==> config.mk <==
export PLATFORM = sky130hd
export DESIGN_NAME = effect_param_controller_flat
export DESIGN_NICKNAME = d
export VERILOG_FILES = /design/src/rtl/effect_param_controller_pkg.sv /design/src/rtl/effect_param_controller_if.sv /design/src/rtl/effect_param_controller_key_conditioner.sv /design/src/rtl/effect_param_controller.sv /design/src/flat_wrapper.sv
export SDC_FILE = /design/constraint.sdc
export NUM_CORES = 1
export LEC_CHECK = 0
export BUFFER_PORTS_ARGS = -buffer_cell sky130_fd_sc_hd__buf_2
export CAP_MARGIN = 10
export CELL_PAD_IN_SITES_DETAIL_PLACEMENT = 1
export CELL_PAD_IN_SITES_GLOBAL_PLACEMENT = 1
export CORE_MARGIN = 3
export CORE_UTILIZATION = 40
export DETAILED_ROUTE_END_ITERATION = 10
export GPL_TIMING_DRIVEN = 1
export MAX_ROUTING_LAYER = met4
export PLACE_DENSITY = 0.79
export RECOVER_POWER = 50
export SLEW_MARGIN = 10
export SYNTH_ARGS = -nofsm -noshare
export SYNTH_HDL_FRONTEND = slang
export SYNTH_SLANG_ARGS = --single-unit
export TNS_END_PERCENT = 100
==> constraint.sdc <==
create_clock -name CLK -period 3.3 [get_ports CLK]
set_input_delay 0.165 -clock CLK [delete_from_list [all_inputs] [get_ports CLK]]
set_output_delay 0.165 -clock CLK [all_outputs]
set_load 0.01 [all_outputs]
==> src/rtl/effect_param_controller_pkg.sv <==
// Shared types and defaults for the effect parameter controller.
// Holds the key conditioner state enum, default parameter tables and SW bit positions.
package effect_ctrl_pkg;

    typedef enum logic [2:0] {
        KEY_RELEASED   = 3'd0,
        KEY_PRESS_DB   = 3'd1,
        KEY_HELD       = 3'd2,
        KEY_REPEAT     = 3'd3,
        KEY_RELEASE_DB = 3'd4
    } key_state_e;

    localparam int SW_W       = 10;
    localparam int SW_SEL_LSB = 0;
    localparam int SW_SEL_MSB = 3;
    localparam int SW_EN_BIT  = 6;

    // Packed tables: element 0 sits in the low word.
    localparam logic [1:0][31:0] DEF_P_MIN  = {32'd1, 32'd4};
    localparam logic [1:0][31:0] DEF_P_MAX  = {32'd6, 32'd128};
    localparam logic [1:0][31:0] DEF_P_STEP = {32'd1, 32'd4};
    localparam logic [1:0][31:0] DEF_P_INIT = {32'd1, 32'd64};

    function automatic int max3(input int a, input int b, input int c);
        int m;
        m = (a > b) ? a : b;
        return (m > c) ? m : c;
    endfunction

endpackage

==> src/rtl/effect_param_controller_if.sv <==
// Key, switch and parameter-value bundle between the front panel and the controller.
// master drives keys and switches; slave (the controller) drives the parameter outputs.
interface effect_param_controller_if #(
    parameter int NUM_PARAMS = 2,
    parameter int PARAM_W    = 32
);
    import effect_ctrl_pkg::*;

    logic                                 key_dec;
    logic                                 key_inc;
    logic [SW_W-1:0]                      SW;
    logic [NUM_PARAMS-1:0][PARAM_W-1:0]   param_val;
    logic [NUM_PARAMS-1:0]                param_changed;
    logic                                 disabled;

    modport master (
        output key_dec, key_inc, SW,
        input  param_val, param_changed, disabled
    );

    modport slave (
        input  key_dec, key_inc, SW,
        output param_val, param_changed, disabled
    );

endinterface

==> src/rtl/effect_param_controller_key_conditioner.sv <==
// Synchronise, debounce and auto-repeat one active-low key into single-cycle step pulses.
// Step fires DEBOUNCE_CYCLES synced-low cycles after press, then every REPEAT_RATE after REPEAT_DELAY; no backpressure.
module key_conditioner
    import effect_ctrl_pkg::*;
#(
    parameter int DEBOUNCE_CYCLES = 500000,
    parameter int REPEAT_DELAY    = 25000000,
    parameter int REPEAT_RATE     = 5000000
) (
    input  logic CLK,
    input  logic RST,
    input  logic key_n,
    output logic step
);

    localparam int CNT_W = $clog2(max3(DEBOUNCE_CYCLES, REPEAT_DELAY, REPEAT_RATE) + 1);
    localparam logic [CNT_W-1:0] DB_LAST  = CNT_W'(DEBOUNCE_CYCLES - 1);
    localparam logic [CNT_W-1:0] RD_LAST  = CNT_W'(REPEAT_DELAY - 1);
    localparam logic [CNT_W-1:0] RR_LAST  = CNT_W'(REPEAT_RATE - 1);
    localparam logic [CNT_W-1:0] CNT_ONE  = CNT_W'(1);

    logic [1:0]       sync_q, sync_d;
    key_state_e       state_q, state_d;
    logic [CNT_W-1:0] cnt_q, cnt_d;
    logic             was_rep_q, was_rep_d;
    logic             key_low;

    // Synchroniser idles at the released level so reset never looks like a press.
    assign sync_d  = {sync_q[0], key_n};
    assign key_low = ~sync_q[1];

    always_comb begin
        state_d   = state_q;
        cnt_d     = cnt_q;
        was_rep_d = was_rep_q;
        step      = 1'b0;
        unique case (state_q)
            KEY_RELEASED: begin
                if (key_low) begin
                    state_d = KEY_PRESS_DB;
                    cnt_d   = CNT_ONE;
                end
            end
            KEY_PRESS_DB: begin
                if (!key_low) begin
                    state_d = KEY_RELEASED;
                    cnt_d   = '0;
                end else if (cnt_q >= DB_LAST) begin
                    state_d = KEY_HELD;
                    cnt_d   = '0;
                    step    = 1'b1;
                end else begin
                    cnt_d = cnt_q + CNT_ONE;
                end
            end
            KEY_HELD: begin
                if (!key_low) begin
                    state_d   = KEY_RELEASE_DB;
                    cnt_d     = CNT_ONE;
                    was_rep_d = 1'b0;
                end else if (cnt_q >= RD_LAST) begin
                    state_d = KEY_REPEAT;
                    cnt_d   = '0;
                end else begin
                    cnt_d = cnt_q + CNT_ONE;
                end
            end
            KEY_REPEAT: begin
                if (!key_low) begin
                    state_d   = KEY_RELEASE_DB;
                    cnt_d     = CNT_ONE;
                    was_rep_d = 1'b1;
                end else if (cnt_q >= RR_LAST) begin
                    cnt_d = '0;
                    step  = 1'b1;
                end else begin
                    cnt_d = cnt_q + CNT_ONE;
                end
            end
            KEY_RELEASE_DB: begin
                // A bounce back low resumes the hold phase it came from.
                if (key_low) begin
                    state_d = was_rep_q ? KEY_REPEAT : KEY_HELD;
                    cnt_d   = '0;
                end else if (cnt_q >= DB_LAST) begin
                    state_d = KEY_RELEASED;
                    cnt_d   = '0;
                end else begin
                    cnt_d = cnt_q + CNT_ONE;
                end
            end
            default: begin
                state_d = KEY_RELEASED;
                cnt_d   = '0;
            end
        endcase
    end

    always_ff @(posedge CLK) begin
        if (RST) begin
            sync_q    <= 2'b11;
            state_q   <= KEY_RELEASED;
            cnt_q     <= '0;
            was_rep_q <= 1'b0;
        end else begin
            sync_q    <= sync_d;
            state_q   <= state_d;
            cnt_q     <= cnt_d;
            was_rep_q <= was_rep_d;
        end
    end

endmodule

==> src/rtl/effect_param_controller.sv <==
// Front-panel effect parameter store: key steps adjust the SW-selected parameter with saturation.
// param_val updates on the edge after a step, param_changed pulses the following cycle; no backpressure.
module effect_param_controller
    import effect_ctrl_pkg::*;
#(
    parameter int NUM_PARAMS      = 2,
    parameter int PARAM_W         = 32,
    parameter int SEL_BASE        = 4,
    parameter int DEBOUNCE_CYCLES = 500000,
    parameter int REPEAT_DELAY    = 25000000,
    parameter int REPEAT_RATE     = 5000000,
    parameter logic [NUM_PARAMS-1:0][PARAM_W-1:0] P_MIN  = DEF_P_MIN,
    parameter logic [NUM_PARAMS-1:0][PARAM_W-1:0] P_MAX  = DEF_P_MAX,
    parameter logic [NUM_PARAMS-1:0][PARAM_W-1:0] P_STEP = DEF_P_STEP,
    parameter logic [NUM_PARAMS-1:0][PARAM_W-1:0] P_INIT = DEF_P_INIT
) (
    input  logic                      CLK,
    input  logic                      RST,
    effect_param_controller_if.slave  io
);

    localparam int IDX_W = (NUM_PARAMS > 1) ? $clog2(NUM_PARAMS) : 1;
    localparam logic [4:0] SEL_LO = 5'(SEL_BASE);
    localparam logic [4:0] SEL_HI = 5'(SEL_BASE + NUM_PARAMS);

    logic inc_step, dec_step;

    key_conditioner #(
        .DEBOUNCE_CYCLES (DEBOUNCE_CYCLES),
        .REPEAT_DELAY    (REPEAT_DELAY),
        .REPEAT_RATE     (REPEAT_RATE)
    ) u_key_inc (
        .CLK   (CLK),
        .RST   (RST),
        .key_n (io.key_inc),
        .step  (inc_step)
    );

    key_conditioner #(
        .DEBOUNCE_CYCLES (DEBOUNCE_CYCLES),
        .REPEAT_DELAY    (REPEAT_DELAY),
        .REPEAT_RATE     (REPEAT_RATE)
    ) u_key_dec (
        .CLK   (CLK),
        .RST   (RST),
        .key_n (io.key_dec),
        .step  (dec_step)
    );

    logic [4:0]       sel_ext;
    logic             sel_ok;
    logic [IDX_W-1:0] sel_idx;
    logic             unused_sw;

    // Selection is read live every cycle, so switching SW mid-hold redirects repeats.
    assign sel_ext   = {1'b0, io.SW[SW_SEL_MSB:SW_SEL_LSB]};
    assign sel_ok    = (sel_ext >= SEL_LO) && (sel_ext < SEL_HI);
    assign sel_idx   = IDX_W'(sel_ext - SEL_LO);
    assign unused_sw = ^{io.SW[9:7], io.SW[5:4]};

    logic [NUM_PARAMS-1:0][PARAM_W-1:0] val_q, val_d;
    logic [NUM_PARAMS-1:0]              chg_q, chg_d;
    logic                               dis_q, dis_d;
    logic [PARAM_W:0]                   cur_w, lim_w;
    logic [PARAM_W-1:0]                 nxt;

    always_comb begin
        val_d = val_q;
        chg_d = '0;
        cur_w = '0;
        lim_w = '0;
        nxt   = '0;
        dis_d = ~io.SW[SW_EN_BIT];
        // Simultaneous inc and dec cancel out.
        if (sel_ok && (inc_step ^ dec_step)) begin
            for (int i = 0; i < NUM_PARAMS; i++) begin
                if (sel_idx == IDX_W'(i)) begin
                    cur_w = {1'b0, val_q[i]};
                    if (inc_step) begin
                        lim_w = cur_w + {1'b0, P_STEP[i]};
                        nxt   = (lim_w > {1'b0, P_MAX[i]}) ? P_MAX[i] : lim_w[PARAM_W-1:0];
                    end else begin
                        lim_w = {1'b0, P_MIN[i]} + {1'b0, P_STEP[i]};
                        nxt   = (cur_w < lim_w) ? P_MIN[i]
                                                : PARAM_W'(cur_w - {1'b0, P_STEP[i]});
                    end
                    val_d[i] = nxt;
                    chg_d[i] = (nxt != val_q[i]);
                end
            end
        end
    end

    always_ff @(posedge CLK) begin
        if (RST) begin
            val_q <= P_INIT;
            chg_q <= '0;
            dis_q <= 1'b1;
        end else begin
            val_q <= val_d;
            chg_q <= chg_d;
            dis_q <= dis_d;
        end
    end

    assign io.param_val     = val_q;
    assign io.param_changed = chg_q;
    assign io.disabled      = dis_q;

endmodule

==> src/flat_wrapper.sv <==
// flat-port wrapper written by rule: the top's interface ports become plain ports
module effect_param_controller_flat import effect_ctrl_pkg::*;
#(
    parameter int NUM_PARAMS      = 2,
    parameter int PARAM_W         = 32,
    parameter int SEL_BASE        = 4,
    parameter int DEBOUNCE_CYCLES = 500000,
    parameter int REPEAT_DELAY    = 25000000,
    parameter int REPEAT_RATE     = 5000000,
    parameter logic [NUM_PARAMS-1:0][PARAM_W-1:0] P_MIN  = DEF_P_MIN,
    parameter logic [NUM_PARAMS-1:0][PARAM_W-1:0] P_MAX  = DEF_P_MAX,
    parameter logic [NUM_PARAMS-1:0][PARAM_W-1:0] P_STEP = DEF_P_STEP,
    parameter logic [NUM_PARAMS-1:0][PARAM_W-1:0] P_INIT = DEF_P_INIT
)
  (CLK, RST, io_key_dec, io_key_inc, io_SW, io_param_val, io_param_changed, io_disabled);
  effect_param_controller_if #(.NUM_PARAMS(NUM_PARAMS), .PARAM_W(PARAM_W)) io_i ();
  input  logic CLK;
  input  logic RST;
  input wire logic [$bits(io_i.key_dec)-1:0] io_key_dec;
  input wire logic [$bits(io_i.key_inc)-1:0] io_key_inc;
  input wire logic [$bits(io_i.SW)-1:0] io_SW;
  output wire logic [$bits(io_i.param_val)-1:0] io_param_val;
  output wire logic [$bits(io_i.param_changed)-1:0] io_param_changed;
  output wire logic [$bits(io_i.disabled)-1:0] io_disabled;
  assign io_i.key_dec = io_key_dec;
  assign io_i.key_inc = io_key_inc;
  assign io_i.SW = io_SW;
  assign io_param_val = io_i.param_val;
  assign io_param_changed = io_i.param_changed;
  assign io_disabled = io_i.disabled;
  effect_param_controller #(.NUM_PARAMS(NUM_PARAMS), .PARAM_W(PARAM_W), .SEL_BASE(SEL_BASE), .DEBOUNCE_CYCLES(DEBOUNCE_CYCLES), .REPEAT_DELAY(REPEAT_DELAY), .REPEAT_RATE(REPEAT_RATE), .P_MIN(P_MIN), .P_MAX(P_MAX), .P_STEP(P_STEP), .P_INIT(P_INIT)) u_core (.CLK(CLK), .RST(RST), .io(io_i));
endmodule
Word-level counts from Yosys, hierarchy flattened
Index checks and enable logic that the tools add are counted.
{"block": "word_totals", "ff_bits": 129, "wordCells": 136}
{"block": "classes", "add_sub_neg": 7, "order_cmp": 12, "n_eq_ne": 22, "n_mux": 64, "bitwise_logic": 4, "n_reduce_logical": 14}
{"operator": "$mux W25", "count": 16}
{"operator": "$mux W32", "count": 10}
{"operator": "$pmux W25 S5", "count": 2}
{"operator": "$ne A32 B32 Y1", "count": 2}
{"operator": "$add A25 B1 Y25 const B", "count": 2}
{"operator": "$ge A25 B19 Y1 const B", "count": 2}
{"operator": "$ge A25 B23 Y1 const B", "count": 2}
{"operator": "$ge A25 B25 Y1 const B", "count": 2}
{"operator": "$mux W3", "count": 16}
{"operator": "$add A32 B1 Y33 const B", "count": 1}
{"operator": "$add A32 B3 Y33 const B", "count": 1}
{"operator": "$gt A33 B3 Y1 const B", "count": 1}
{"operator": "$gt A33 B8 Y1 const B", "count": 1}
{"operator": "$lt A32 B2 Y1 const B", "count": 1}
{"operator": "$lt A32 B4 Y1 const B", "count": 1}
{"operator": "$sub A32 B1 Y32 const B", "count": 1}
{"operator": "$sub A32 B3 Y32 const B", "count": 1}
{"operator": "$pmux W3 S5", "count": 2}
{"operator": "$ne A3 B3 Y1 const B", "count": 6}
{"operator": "$mux W1", "count": 14}
{"operator": "$eq A3 B2 Y1 const B", "count": 4}
{"operator": "$ne A2 B2 Y1 const B", "count": 6}
{"operator": "$reduce_and A5 Y1", "count": 2}
{"operator": "$pmux W1 S2", "count": 4}
{"operator": "13 further kinds", "count": 23}

Longest topological paths before layout
Gate-level depths: netlist of run 1.
{"block": "logic_depth", "depth_word": 8, "ltp_mapped": 12, "depth_no_buf": 11}

Cells and area by module
Synthesis of run 1 repeated with hierarchy kept, for this count alone.
{"block": "hier_totals", "hier_cells": 1423, "area_unflattened_um2": 10032.1}
{"mod": "effect_param_controller", "n_inst": 1, "cells_per_inst": 864, "area_each_um2": 5884.4, "seq_area_each_um2": 1341.3}
{"mod": "key_conditioner (u_core.u_key_inc)", "n_inst": 1, "cells_per_inst": 293, "area_each_um2": 2182.1, "seq_area_each_um2": 620.6}
{"mod": "key_conditioner (u_core.u_key_dec)", "n_inst": 1, "cells_per_inst": 266, "area_each_um2": 1965.6, "seq_area_each_um2": 620.6}

Worst setup path after synthesis of run 1
No wires, ideal clock.
{"block": "synth_timing", "path_type": "reg2reg", "from": "register u_core.val_q (netlist bit u_core.io.param_val[3])", "to": "register u_core.chg_q[0], in the netlist u_core.io.param_changed[0]", "setup_time_ps": 129, "arrival_time_ps": 3108, "required_time_ps": 3171, "setup_slack_ps": 63, "path_stages_with_launch": 11, "n_path_buf": 1, "period_less_slack_ps": 3237, "cell_sequence": "dfxtp_1 > buf_6 > nand2_4 > or4_4 > or4_4 > or3_1 > a211oi_2 > and3_1 > o32ai_1 > nor4_1 > a31oi_1"}
{"block": "synth_via", "elab_chain_len": 7, "elab_cells_between_ends": 10, "classes_between": "2 x add/sub; 2 x order compare; 1 x eq/ne; 5 x mux"}
{"item": "start, declared", "line": "effect_param_controller.sv:61", "text": "logic [NUM_PARAMS-1:0][PARAM_W-1:0] val_q, val_d;"}
{"item": "start signal, assigned", "line": "effect_param_controller.sv:100", "text": "val_q <= val_d;"}
{"item": "$add A32 B3 Y33", "line": "effect_param_controller.sv:80", "text": "lim_w = cur_w + {1'b0, P_STEP[i]};"}
{"item": "$gt A33 B8 Y1", "line": "effect_param_controller.sv:81", "text": "nxt = (lim_w > {1'b0, P_MAX[i]}) ? P_MAX[i] : lim_w[PARAM_W-1:0];"}
{"item": "$mux W32", "line": "effect_param_controller.sv:81"}
{"item": "$mux W32", "line": "effect_param_controller.sv:79", "text": "if (inc_step) begin"}
{"item": "$mux W32", "line": "effect_param_controller.sv:77", "text": "if (sel_idx == IDX_W'(i)) begin"}
{"item": "$mux W32", "line": "effect_param_controller.sv:75", "text": "if (sel_ok && (inc_step ^ dec_step)) begin"}
{"item": "$ne A32 B32 Y1 *", "line": "effect_param_controller.sv:88", "text": "chg_d[i] = (nxt != val_q[i]);"}
{"item": "end signal, assigned", "line": "effect_param_controller.sv:101", "text": "chg_q <= chg_d;"}
{"item": "end, declared", "line": "effect_param_controller.sv:62", "text": "logic [NUM_PARAMS-1:0] chg_q, chg_d;"}
Mark *: on every way between the ends. The rest lies on a longest branch, timed or not. The select of a mux whose other input is x is not followed.
A chain may end at the register's enable or synchronous reset.

Worst setup path in the final report of run 1
{"block": "layout_timing", "from": "register u_core.val_q (netlist bit u_core.io.param_val[4])", "to": "register u_core.val_q (netlist bit u_core.io.param_val[3])"}
{"block": "layout_via", "elab_chain_len": 6, "elab_cells_between_ends": 8, "classes_between": "1 x add/sub; 2 x order compare; 5 x mux"}
{"item": "$add A32 B3 Y33", "line": "effect_param_controller.sv:80"}
{"item": "$gt A33 B8 Y1", "line": "effect_param_controller.sv:81"}
{"item": "$mux W32", "line": "effect_param_controller.sv:81"}
{"item": "$mux W32 *", "line": "effect_param_controller.sv:79"}
{"item": "$mux W32 *", "line": "effect_param_controller.sv:77"}
{"item": "$mux W32 *", "line": "effect_param_controller.sv:75"}
Marked as above.

==> results.json, run 1 <==
{
  "timing.hold.ws_ns": 0.252,
  "place_area_mm2": 0.0103,
  "drc": 0,
  "p_seq_frac": 0.425,
  "power.total_w": 0.00369,
  "first_pass_iters": 7,
  "setup_violations": 0,
  "ys_seq_area_frac": 0.281,
  "grt_max_degree": 59,
  "core_area_mm2": 0.0222,
  "fill_cells": 2883,
  "grt_pass1_wl_um": 54400,
  "fin_ws_ns": 0.0392,
  "vias": 10600,
  "path_max_fanout": 6,
  "cts-buffers-inserted": 17,
  "synth_compound_gate_area_share": 0.282,
  "tightest_slew_ns": 0.832,
  "num_rows": 54,
  "synthDistinctLibCells": 81,
  "hold_viol": 0,
  "avgSynthCellArea_um2": 7.04,
  "drv_slew": 0,
  "dpl.hpwl_um": 22700,
  "hold-path-endpoint": "u_core.u_key_dec.cnt_q[1]",
  "areaGrowthSynthToFinish_pct": 18.4,
  "finalWirelength_um": 32900,
  "synth.area.mux_share": 0.0131,
  "cellPowerDensity_mw_per_mm2": 339,
  "relSlewSlack": 0.445,
  "syn_inst": 1305,
  "reg2reg_slack_ns": 0.04,
  "start_kind": "flip-flop",
  "place_ws_ns": 0.0141,
  "pin_count": 81,
  "synth_top_family_by_area": "simple AND/OR/NAND/NOR gates",
  "syn_nets": 1327,
  "antennaDiodeCount": 0,
  "gp_congestion": 0.931,
  "worst_ep_arrival_time_ns": 3.61,
  "utilization": 0.491,
  "ff2ff_path_depth": 10,
  "layout_min_cycle_time_ns": 3.26,
  "clk_path_buf_depth": 2,
  "initial_utilization": 0.415,
  "drive_above_1_share": 0.140,
  "p_int_w": 0.00283,
  "ys.flop_type": "dfxtp_1",
  "clkLatencyLatePin_ns": 0.44,
  "rr_startpoint": "u_core.io.param_val[4]",
  "p_clk_frac": 0.547,
  "port_buffers": 75,
  "globalRouteTotalUtil": 0.273,
  "worstHoldPathType": "in2reg",
  "min-delay-start": "RST",
  "hold_path_depth": 2,
  "power_switching_w": 0.000860,
  "wl_per_cell_um": 19.5,
  "max_freq_mhz": 307,
  "root_buffer": "clkbuf_16",
  "synth_area_mm2": 0.00919,
  "ys_seq_elements": 129,
  "drv_cap": 0,
  "yosys.area_share.simple": 0.330,
  "clkSlewWorstSetupHoldPaths_ns": 0.06,
  "swShare": 0.233,
  "irDropWorstVdd_uv": 342,
  "power_frac_comb": 0.028,
  "period_share": 0.988,
  "dieArea_mm2": 0.0248,
  "fin_nets": 1419,
  "status": "finished, final reports clean",
  "synth_edf_count": 0,
  "htree_levels": 4,
  "ys_warn_count": 0,
  "die_x_um": 158,
  "p_leak_nw": 4.04,
  "design_area_mm2": 0.0109,
  "fp.dieH_um": 158,
  "critPathKind": "reg2reg",
  "viasPerCell": 6.30,
  "clock-sinks": 129,
  "end_kind": "flip-flop",
  "ant_nets": 0,
  "tritoncts": "done",
  "r2r-end": "u_core.io.param_val[3]",
  "antenna_found_initial": 0,
  "synthAdderAreaFrac": 0.0120,
  "ys_async_sr_fraction": 0,
  "grt_pass1_vias": 10700,
  "crit_required_ns": 3.65,
  "synth_xor_xnor_area_share": 0.0172,
  "drtIter0Drc": 683,
  "skew_ns": 0.0123,
  "gr-total-overflow": 0
}
==> kinds of logic after synthesis <==
kind of cell,after synthesis
flip-flops,129
adder cells (fa/ha/maj),9
multiplexers,12
AO/OA/AOI/OAI,398
AND/OR/NAND/NOR,591
buffers and inverters,148
XOR/XNOR,18
==> sequential cells by signal, indices dropped and copies added, names as in the netlist <==
signal                      flops
u_core.u_key_inc.cnt_q         25
u_core.u_key_dec.was_rep_q      1
u_core.io.disabled              1
u_core.u_key_dec.state_q        3
u_core.u_key_dec.cnt_q         25
u_core.io.param_val            64
u_core.u_key_inc.state_q        3
u_core.io.param_changed         2
u_core.u_key_inc.was_rep_q      1
u_core.u_key_dec.sync_q         2
u_core.u_key_inc.sync_q         2
==> placed cells by master (no fill, tap or decap), types with 29 or more instances in the layout <==
cell type  Yosys  routed
clkbuf_1      83      62
a21oi_1       94      93
nand2_1      127     126
buf_4          1      64
nor3_1        57      55
buf_2         17      47
nand4_1       29      29
o21ai_1       50      47
dfxtp_1      129     125
o21ai_0       58      61
inv_1         41      42
nand3_1       78      78
nor4_1        33      29
nor2_1       118     118
==> worst max path at each step <==
| stage | startpoint | depth (start not counted) | end |
|---|---|---|---|
| after floorplan | u_core.io.param_val[3] | 10 | u_core.io.param_changed[0] |
| after global placement | u_core.io.param_val[3] | 9 | u_core.io.param_changed[0] |
| after detailed placement | u_core.u_key_dec.cnt_q[0] | 9 | u_core.io.param_val[0] |
| after CTS | u_core.io.param_val[3] | 10 | u_core.io.param_val[5] |
| after global routing | u_core.io.param_val[4] | 11 | u_core.io.param_val[4] |
| final | u_core.io.param_val[4] | 10 | u_core.io.param_val[3] |
==> cell usage after synthesis (7+ instances only) <==
| master | count | area share |
|---|---|---|
| a22oi_1 | 8 | 0.0065 |
| or4_1 | 10 | 0.0082 |
| nand2_1 | 127 | 0.052 |
| o22ai_1 | 10 | 0.0068 |
| a21o_1 | 19 | 0.016 |
| o21a_1 | 7 | 0.0057 |
| nand3_1 | 78 | 0.042 |
| a211oi_1 | 14 | 0.011 |
| clkbuf_1 | 83 | 0.034 |
| nand2b_1 | 10 | 0.0068 |
| a31oi_1 | 25 | 0.017 |
| a22o_1 | 8 | 0.0076 |
| a311oi_1 | 28 | 0.027 |
| or3_1 | 28 | 0.019 |
| inv_1 | 41 | 0.017 |
| xnor2_1 | 13 | 0.012 |
| nor4_1 | 33 | 0.022 |
| o21ai_1 | 50 | 0.027 |
| a21oi_1 | 94 | 0.051 |
| buf_2 | 17 | 0.0093 |
| mux2i_1 | 12 | 0.013 |
| o21ai_0 | 58 | 0.032 |
| nor3_1 | 57 | 0.031 |
| nor3b_1 | 7 | 0.0057 |
| nor2_1 | 118 | 0.048 |
| nand4_1 | 29 | 0.020 |
| and2_1 | 15 | 0.010 |
| ha_1 | 8 | 0.011 |
| or2_2 | 12 | 0.0082 |
| dfxtp_1 | 129 | 0.28 |
| and3_1 | 25 | 0.017 |
| nor2b_1 | 8 | 0.0054 |
| o31ai_1 | 11 | 0.0090 |
| and4_1 | 7 | 0.0067 |
==> per-stage QoR <==
| step | instances | setup TNS [ns] |
|---|---|---|
| 2_1_floorplan | 1305 | 0 |
| 3_3_place_gp | 1652 | 0 |
| 3_5_place_dp | 1652 | 0 |
| 4_1_cts | 1687 | 0 |
| 5_1_grt | 1690 | -0.0949 |
| 6_report | 1690 | 0 |
==> worst max-delay path: stages, from the launching register on <==
cell      delay (ns)
dfxtp_1         0.34
nand4_1         0.19
or4_4           0.61
or4_4           0.45
or3_4           0.42
a211oi_4        0.34
nand4_4         0.17
buf_6           0.18
mux2i_2         0.18
nor2_1          0.11
a211oi_2        0.20
==> power by group through the flow <==
stage	registers (W)	logic, W	clock network (W)
after global placement	0.00160	0.0000971	0
after global routing	0.00157	0.000114	0.00211
after CTS	0.00157	0.000103	0.00204
after floorplan	0.00160	0.0000667	0
final	0.00157	0.000102	0.00202
after detailed placement	0.00160	0.0000998	0
==> layout make-up <==
type	count	area, um^2	area share
inverters	43	161	0.0148
clock inverters	11	154	0.0141
multi-input cells	1028	6120	0.563
well taps	280	350	0.0322
clock buffers	21	460	0.0423
repair buffers	178	1040	0.0958
flip-flops and latches	129	2590	0.238
==> per-layer routing <==
| layer | vias to the layer above | GRT usage | share of wire |
|---|---|---|---|
| met1 | 5168 | 0.344 | 0.44 |
| met4 | 0 | 0.0793 | 0.021 |
| li1 | 5065 | - | - |
| met3 | 71 | 0.0379 | 0.052 |
| met5 | - | - | 0 |
| met2 | 337 | 0.458 | 0.48 |
==> repair_timing <==
action                                  CTS  global route
hold buffers                              3             0
endpoints found under the hold margin     3             0
endpoints found under the setup margin    3            39
pin swaps                                 1            10
gates cloned                              0             1
gates resized for setup                   1            29
buffers inserted                          0             2
Note: power is estimated with default switching activity, not from simulation.
==> inputs of run 2 (changes only) <==
--- a/config.mk
+++ b/config.mk
@@ -9,6 +9,7 @@
 export CAP_MARGIN = 10
 export CELL_PAD_IN_SITES_DETAIL_PLACEMENT = 1
 export CELL_PAD_IN_SITES_GLOBAL_PLACEMENT = 1
+export CORE_ASPECT_RATIO = 0.8
 export CORE_MARGIN = 3
 export CORE_UTILIZATION = 40
 export DETAILED_ROUTE_END_ITERATION = 10
@@ -16,7 +17,7 @@
 export MAX_ROUTING_LAYER = met4
 export PLACE_DENSITY = 0.79
 export RECOVER_POWER = 50
-export SLEW_MARGIN = 10
+export SLEW_MARGIN = 30
 export SYNTH_ARGS = -nofsm -noshare
 export SYNTH_HDL_FRONTEND = slang
 export SYNTH_SLANG_ARGS = --single-unit
==> run 2 against run 1 <==
Effect of this change:
- clock-buffer cell count down 3
- flip-flop and latch count unchanged
- clock skew is 0.0012 ns lower
==> results.json, run 2 (synthesis results as in run 1) <==
{
  "cellPowerDensity_mw_per_mm2": 323,
  "die_x_um": 175,
  "antenna_found_initial": 0,
  "p_seq_frac": 0.443,
  "path_max_fanout": 4,
  "mostFrequentLayoutCells": "nand2_1, dfxtp_1, nor2_1",
  "start_kind": "flip-flop",
  "fin_ws_ns": 0.104,
  "p_clk_frac": 0.528,
  "critPathKind": "reg2reg",
  "tritoncts": "done",
  "mostFrequentLayoutCell": "nand2_1",
  "p_leak_nw": 4.11,
  "htree_levels": 4,
  "globalRouteTotalUtil": 0.280,
  "wl_per_cell_um": 20.1,
  "core_area_mm2": 0.0220,
  "relSlewSlack": 0.0487,
  "areaGrowthSynthToFinish_pct": 19.4,
  "gp_congestion": 0.942,
  "power_frac_comb": 0.029,
  "layout_min_cycle_time_ns": 3.20,
  "viasPerCell": 6.30,
  "max_freq_mhz": 313,
  "swShare": 0.255,
  "vias": 10800,
  "grt_max_degree": 46,
  "drive_above_1_share": 0.156,
  "first_pass_iters": 5,
  "clkSlewWorstSetupHoldPaths_ns": 0.06,
  "worstHoldPathType": "in2reg",
  "port_buffers": 75,
  "largest_reg_flops": 64,
  "num_rows": 48,
  "drv_slew": 0,
  "end_kind": "flip-flop",
  "power_switching_w": 0.000902,
  "hold_viol": 0,
  "dieArea_mm2": 0.0248,
  "timing.hold.ws_ns": 0.220,
  "initial_utilization": 0.417,
  "grt_pass1_vias": 10700,
  "regArea_mm2": 0.00259,
  "tightest_slew_ns": 1.43,
  "clock-sinks": 129,
  "grt_pass1_wl_um": 55700,
  "crit_required_ns": 3.66,
  "clkLatencyLatePin_ns": 0.44,
  "gr-total-overflow": 0,
  "place_ws_ns": -0.0572,
  "dpl.hpwl_um": 24600,
  "drv_cap": 0,
  "status": "finished, final reports clean",
  "root_buffer": "clkbuf_16",
  "period_share": 0.968,
  "finalWirelength_um": 34500,
  "ant_nets": 0,
  "clk_path_buf_depth": 2,
  "skew_ns": 0.0111,
  "fp.dieH_um": 142,
  "cts-buffers-inserted": 17,
  "drtIter0Drc": 826,
  "irDropWorstVdd_uv": 398,
  "fin_nets": 1427,
  "fill_cells": 2854,
  "p_int_w": 0.00264,
  "setup_violations": 0,
  "antennaDiodeCount": 0,
  "pin_count": 81,
  "worst_ep_arrival_time_ns": 3.56,
  "multiInputGateArea_mm2": 0.00617,
  "drc": 0
}
run 2: changes by cell type in the layout (fill, tap and decap cells not counted), sizes merged:
cell | before | now
buf | 115 | 129
clkinvlp | 2 | 3
bufinv | 3 | 1
inv | 44 | 48
clkbuf | 81 | 72
run 2: layout make-up:
| type | count | area share |
|---|---|---|
| Inverter | 43 | 0.0147 |
| Sequential cell | 129 | 0.236 |
| Timing Repair Buffer | 186 | 0.102 |
| Tap cell | 300 | 0.0342 |
| Clock inverter | 14 | 0.0117 |
| Clock buffer | 18 | 0.0391 |
| Multi-Input combinational cell | 1028 | 0.562 |
run 2: layer usage:
metal,vias up,part of all wire,global-route usage
met2,349,0.46,0.446
met3,62,0.058,0.0490
met4,0,0.019,0.0758
li1,5084,-,-
met1,5328,0.47,0.371
met5,-,0,-
run 2: worst max-delay path, stage by stage (launching register included):
cell and delay [ns]:
dfxtp_2 0.37, nand2_4 0.05, or4_4 0.54, or4_4 0.56
or3_4 0.41, a211oi_4 0.31, and3_1 0.24, buf_4 0.14
mux2i_1 0.23, a22oi_1 0.10, a31oi_1 0.15
run 2: power by group through the flow:
stage	sequential [W]	combinational (W)	clock, W
6_report	0.00157	0.000104	0.00187
5_1_grt	0.00157	0.000115	0.00195
4_1_cts	0.00157	0.000105	0.00189
3_5_place_dp	0.00161	0.000102	0
3_3_place_gp	0.00160	0.0000974	0
2_1_floorplan	0.00160	0.0000667	0
run 2: path summary, 6_finish.rpt:
path | start | end | slack (ns) | cells past startpoint
worst max-delay path | u_core.io.param_val[2] | u_core.io.param_changed[0] | 0.10 | 10
worst min-delay path | io_SW[1] | u_core.io.param_val[34] | 0.22 | 4
worst max register to register | u_core.io.param_val[2] | u_core.io.param_changed[0] | 0.10 | 10
worst min register to register | u_core.u_key_inc.sync_q[0] | u_core.u_key_inc.sync_q[1] | 0.46 | 1
run 2: timing repair:
item / 4_1_cts / 5_1_grt
pin swaps: 1 / 5
gates resized for setup: 6 / 29
buffers inserted: 0 / 2
endpoints found under the hold margin: 3 / 0
hold buffers: 3 / 0
endpoints found under the setup margin: 22 / 64
run 2: metrics by stage:
step                std cells   util  instance area [um^2]  setup TNS (ns)  power (W)
global placement         1681  0.469                 10300               0    0.00170
global route             1718  0.498                 11000          -0.127    0.00364
CTS                      1716  0.497                 11000               0    0.00357
floorplan                1305      -                  9190               0    0.00167
detailed placement       1681  0.469                 10300          -0.273    0.00171
finish                   1718  0.498                 11000               0    0.00354
==> inputs of run 3 (changes only) <==
--- a/config.mk
+++ b/config.mk
@@ -15,10 +15,11 @@
 export DETAILED_ROUTE_END_ITERATION = 10
 export GPL_TIMING_DRIVEN = 1
 export MAX_ROUTING_LAYER = met4
-export PLACE_DENSITY = 0.79
+export PLACE_DENSITY = 0.78
 export RECOVER_POWER = 50
 export SLEW_MARGIN = 30
 export SYNTH_ARGS = -nofsm -noshare
 export SYNTH_HDL_FRONTEND = slang
+export SYNTH_HIERARCHICAL = 1
 export SYNTH_SLANG_ARGS = --single-unit
 export TNS_END_PERCENT = 100
==> run 3 against run 2 <==
Effect of this change:
- the flow now finishes with violations (max-capacitance violations, max-slew violations, negative setup slack)
- clock skew barely moved
- via count is 13% higher
- first-iteration DRC count is 37% higher
- global-route usage increased by 0.88 points
- sequential share of layout area fell by 3.2 points
- clock power grew 5%
- critical path type unchanged
- setup slack got worse by 0.25 ns
- largest cell class unchanged
- largest power group unchanged
- power is 2.4% higher
- flip-flop and latch count stayed put
- sequential power hardly changed
- die area grew 8.9%
==> results.json, run 3 <==
{
  "status": "complete, but fails checks",
  "violations": "max-capacitance violations, max-slew violations, negative setup slack",
  "critPathMaxStageDelay_ns": 0.39,
  "areaGrowthSynthToFinish_pct": 26.0,
  "max_freq_mhz": 290,
  "rsz0062_at_grt": "true",
  "yosys-top-cells-count": "nor2_1, dfxtp_1, nand2_1, a21oi_1, clkbuf_1",
  "vias": 12200,
  "grt_pass1_wl_um": 62600,
  "synth_edf_count": 0,
  "path_max_fanout": 6,
  "path_cells": "or2_4, nor4_4, or3b_1, and4_4, a211oi_4, buf_12, xnor2_1, nor3_1, and2_1, nor2b_4, nand2_4, buf_6, or3_1, a21oi_1",
  "clkSlewWorstSetupHoldPaths_ns": 0.06,
  "finalWirelength_um": 40900,
  "min-delay-start": "io_SW[0]",
  "worst_ep_arrival_time_ns": 3.81,
  "core_area_mm2": 0.0245,
  "die_x_um": 183,
  "layout_min_cycle_time_ns": 3.45,
  "power_frac_comb": 0.027,
  "end_kind": "flip-flop",
  "wl_per_cell_um": 21.5,
  "stdcell_count": 1899,
  "swShare": 0.247,
  "cpMaxStageDelayCell": "or3b_1",
  "hold_viol": 0,
  "antennaDiodeCount": 0,
  "tightest_slew_ns": 2.53,
  "viasPerCell": 6.43,
  "relSlewSlack": -0.684,
  "clk_path_buf_depth": 2,
  "htree_levels": 4,
  "avgSynthCellArea_um2": 7.05,
  "tritoncts": "done",
  "skew_ns": 0.0113,
  "p_clk_frac": 0.541,
  "ant_nets": 0,
  "synth_largest_area_cell": "dfxtp_1",
  "ys_async_sr_fraction": 0,
  "fp.dieH_um": 148,
  "irDropWorstVdd_uv": 371,
  "drc": 0,
  "syn_inst": 1423,
  "fill_cells": 3128,
  "initial_utilization": 0.409,
  "clock-sinks": 129,
  "start_kind": "flip-flop",
  "gp_congestion": 0.934,
  "grt_pass1_vias": 11800,
  "mostFrequentLayoutCells": "buf_4, nor2_1, dfxtp_1",
  "regArea_mm2": 0.00258,
  "first_pass_iters": 5,
  "p_seq_frac": 0.432,
  "syn_nets": 1444,
  "ys.flop_type": "dfxtp_1",
  "rr_startpoint": "u_core/u_key_inc/cnt_q[20]",
  "critPathLaunch": "u_core/u_key_inc/cnt_q[20]",
  "synth.most_common_cell": "nor2_1",
  "synthDistinctLibCells": 92,
  "antenna_found_initial": 0,
  "largest_reg_flops": 64,
  "drv_slew": 47,
  "fin_ws_ns": -0.150,
  "power_switching_w": 0.000898,
  "place_ws_ns": -0.391,
  "drtIter0Drc": 1131,
  "p_leak_nw": 4.96,
  "critPathKind": "reg2reg",
  "dieArea_mm2": 0.0270,
  "fin_nets": 1589,
  "drv_cap": 1,
  "gr-total-overflow": 0,
  "globalRouteTotalUtil": 0.289,
  "p_int_w": 0.00273,
  "num_rows": 51,
  "ys_seq_elements": 129,
  "placedCellCount": 1841,
  "cp.buffers_inverters": 2,
  "port_buffers": 75,
  "ys_seq_area_frac": 0.257,
  "drive_above_1_share": 0.237,
  "grt_max_degree": 47,
  "crit_family": "simple AND/OR/NAND/NOR gates",
  "synth_area_leaders": "dfxtp_1, nor2_1, a21oi_1",
  "multiInputGateArea_mm2": 0.00699,
  "utilization": 0.516,
  "worstHoldPathType": "in2reg",
  "yosys.area.top_type_share": 0.257,
  "pin_count": 81,
  "synth_area_mm2": 0.0100,
  "cts-buffers-inserted": 17,
  "cellPowerDensity_mw_per_mm2": 287,
  "dpl.hpwl_um": 27600,
  "setup_violations": 38,
  "period_share": 1.05,
  "root_buffer": "clkbuf_16",
  "crit_required_ns": 3.66,
  "ys_warn_count": 6,
  "clkLatencyLatePin_ns": 0.44
}
[run 3: what timing repair did]
item                                    in CTS  in global routing
cloned                                       0                  6
pin swaps                                    6                 40
buffers inserted                             6                 11
endpoints found under the setup margin      62                 58
hold endpoints to repair                     3                  0
gates resized for setup                     14                 92
hold buffers                                 3                  0
[run 3: kinds of logic after synthesis]
family	count (synthesis)	synth area share
simple gates	687	0.367
compound gates	388	0.252
buf+inv	174	0.0791
flops	129	0.257
xor+xnor	21	0.0183
mux	16	0.0167
fa+ha+maj	8	0.00973
[run 3: power by group through the flow]
stage,registers (W),clock network [W],logic [W]
final,0.00157,0.00197,0.0000980
after global routing,0.00157,0.00206,0.000109
after CTS,0.00157,0.00198,0.0000970
after detailed placement,0.00160,0,0.0000934
after global placement,0.00160,0,0.0000901
after floorplan,0.00160,0,0.0000584
[run 3: final timing paths]
path	to	slack [ns]	depth (start not counted)
worst max-delay path	u_core/io.param_val[11]	-0.15	14
worst min-delay path	u_core/io.param_changed[1]	0.32	4
worst max register to register	u_core/io.param_val[11]	-0.15	14
worst min register to register	u_core/u_key_inc/sync_q[1]	0.41	1
[run 3: metal layers]
layer | global-route usage | wire length (um) | up-vias
met1 | 0.385 | 17900 | 5986
met3 | 0.0450 | 2830 | 107
met4 | 0.0845 | 1010 | 0
met5 | - | 0 | -
met2 | 0.457 | 19100 | 547
li1 | - | - | 5573
[run 3: area by class of cell]
| class | count | area share |
|---|---|---|
| sequential | 129 | 0.204 |
| tap | 318 | 0.0315 |
| clock buffer | 18 | 0.0347 |
| clock inverter | 14 | 0.0126 |
| timing repair buffer | 266 | 0.153 |
| multi-input combinational | 1120 | 0.553 |
| inverter | 34 | 0.0104 |
[run 3: tightest hold or removal path: cells and delay by family]
family | cells | cell delay [ns]
buffers and inverters | 2 | 0.38
AND/OR/NAND/NOR | 1 | 0.10
AO/OA/AOI/OAI | 1 | 0.05
[run 3: through the flow]
step / setup TNS [ns] / hold slack (ns) / power, W / area (um^2)
3_3_place_gp: -1.52 / 0.328 / 0.00169 / 11500
3_5_place_dp: -9.54 / 0.352 / 0.00170 / 11500
4_1_cts: 0 / 0.220 / 0.00365 / 12200
5_1_grt: -8.07 / 0.319 / 0.00373 / 12600
6_report: -2.10 / 0.316 / 0.00363 / 12600
2_1_floorplan: 0 / 0.227 / 0.00166 / 10000
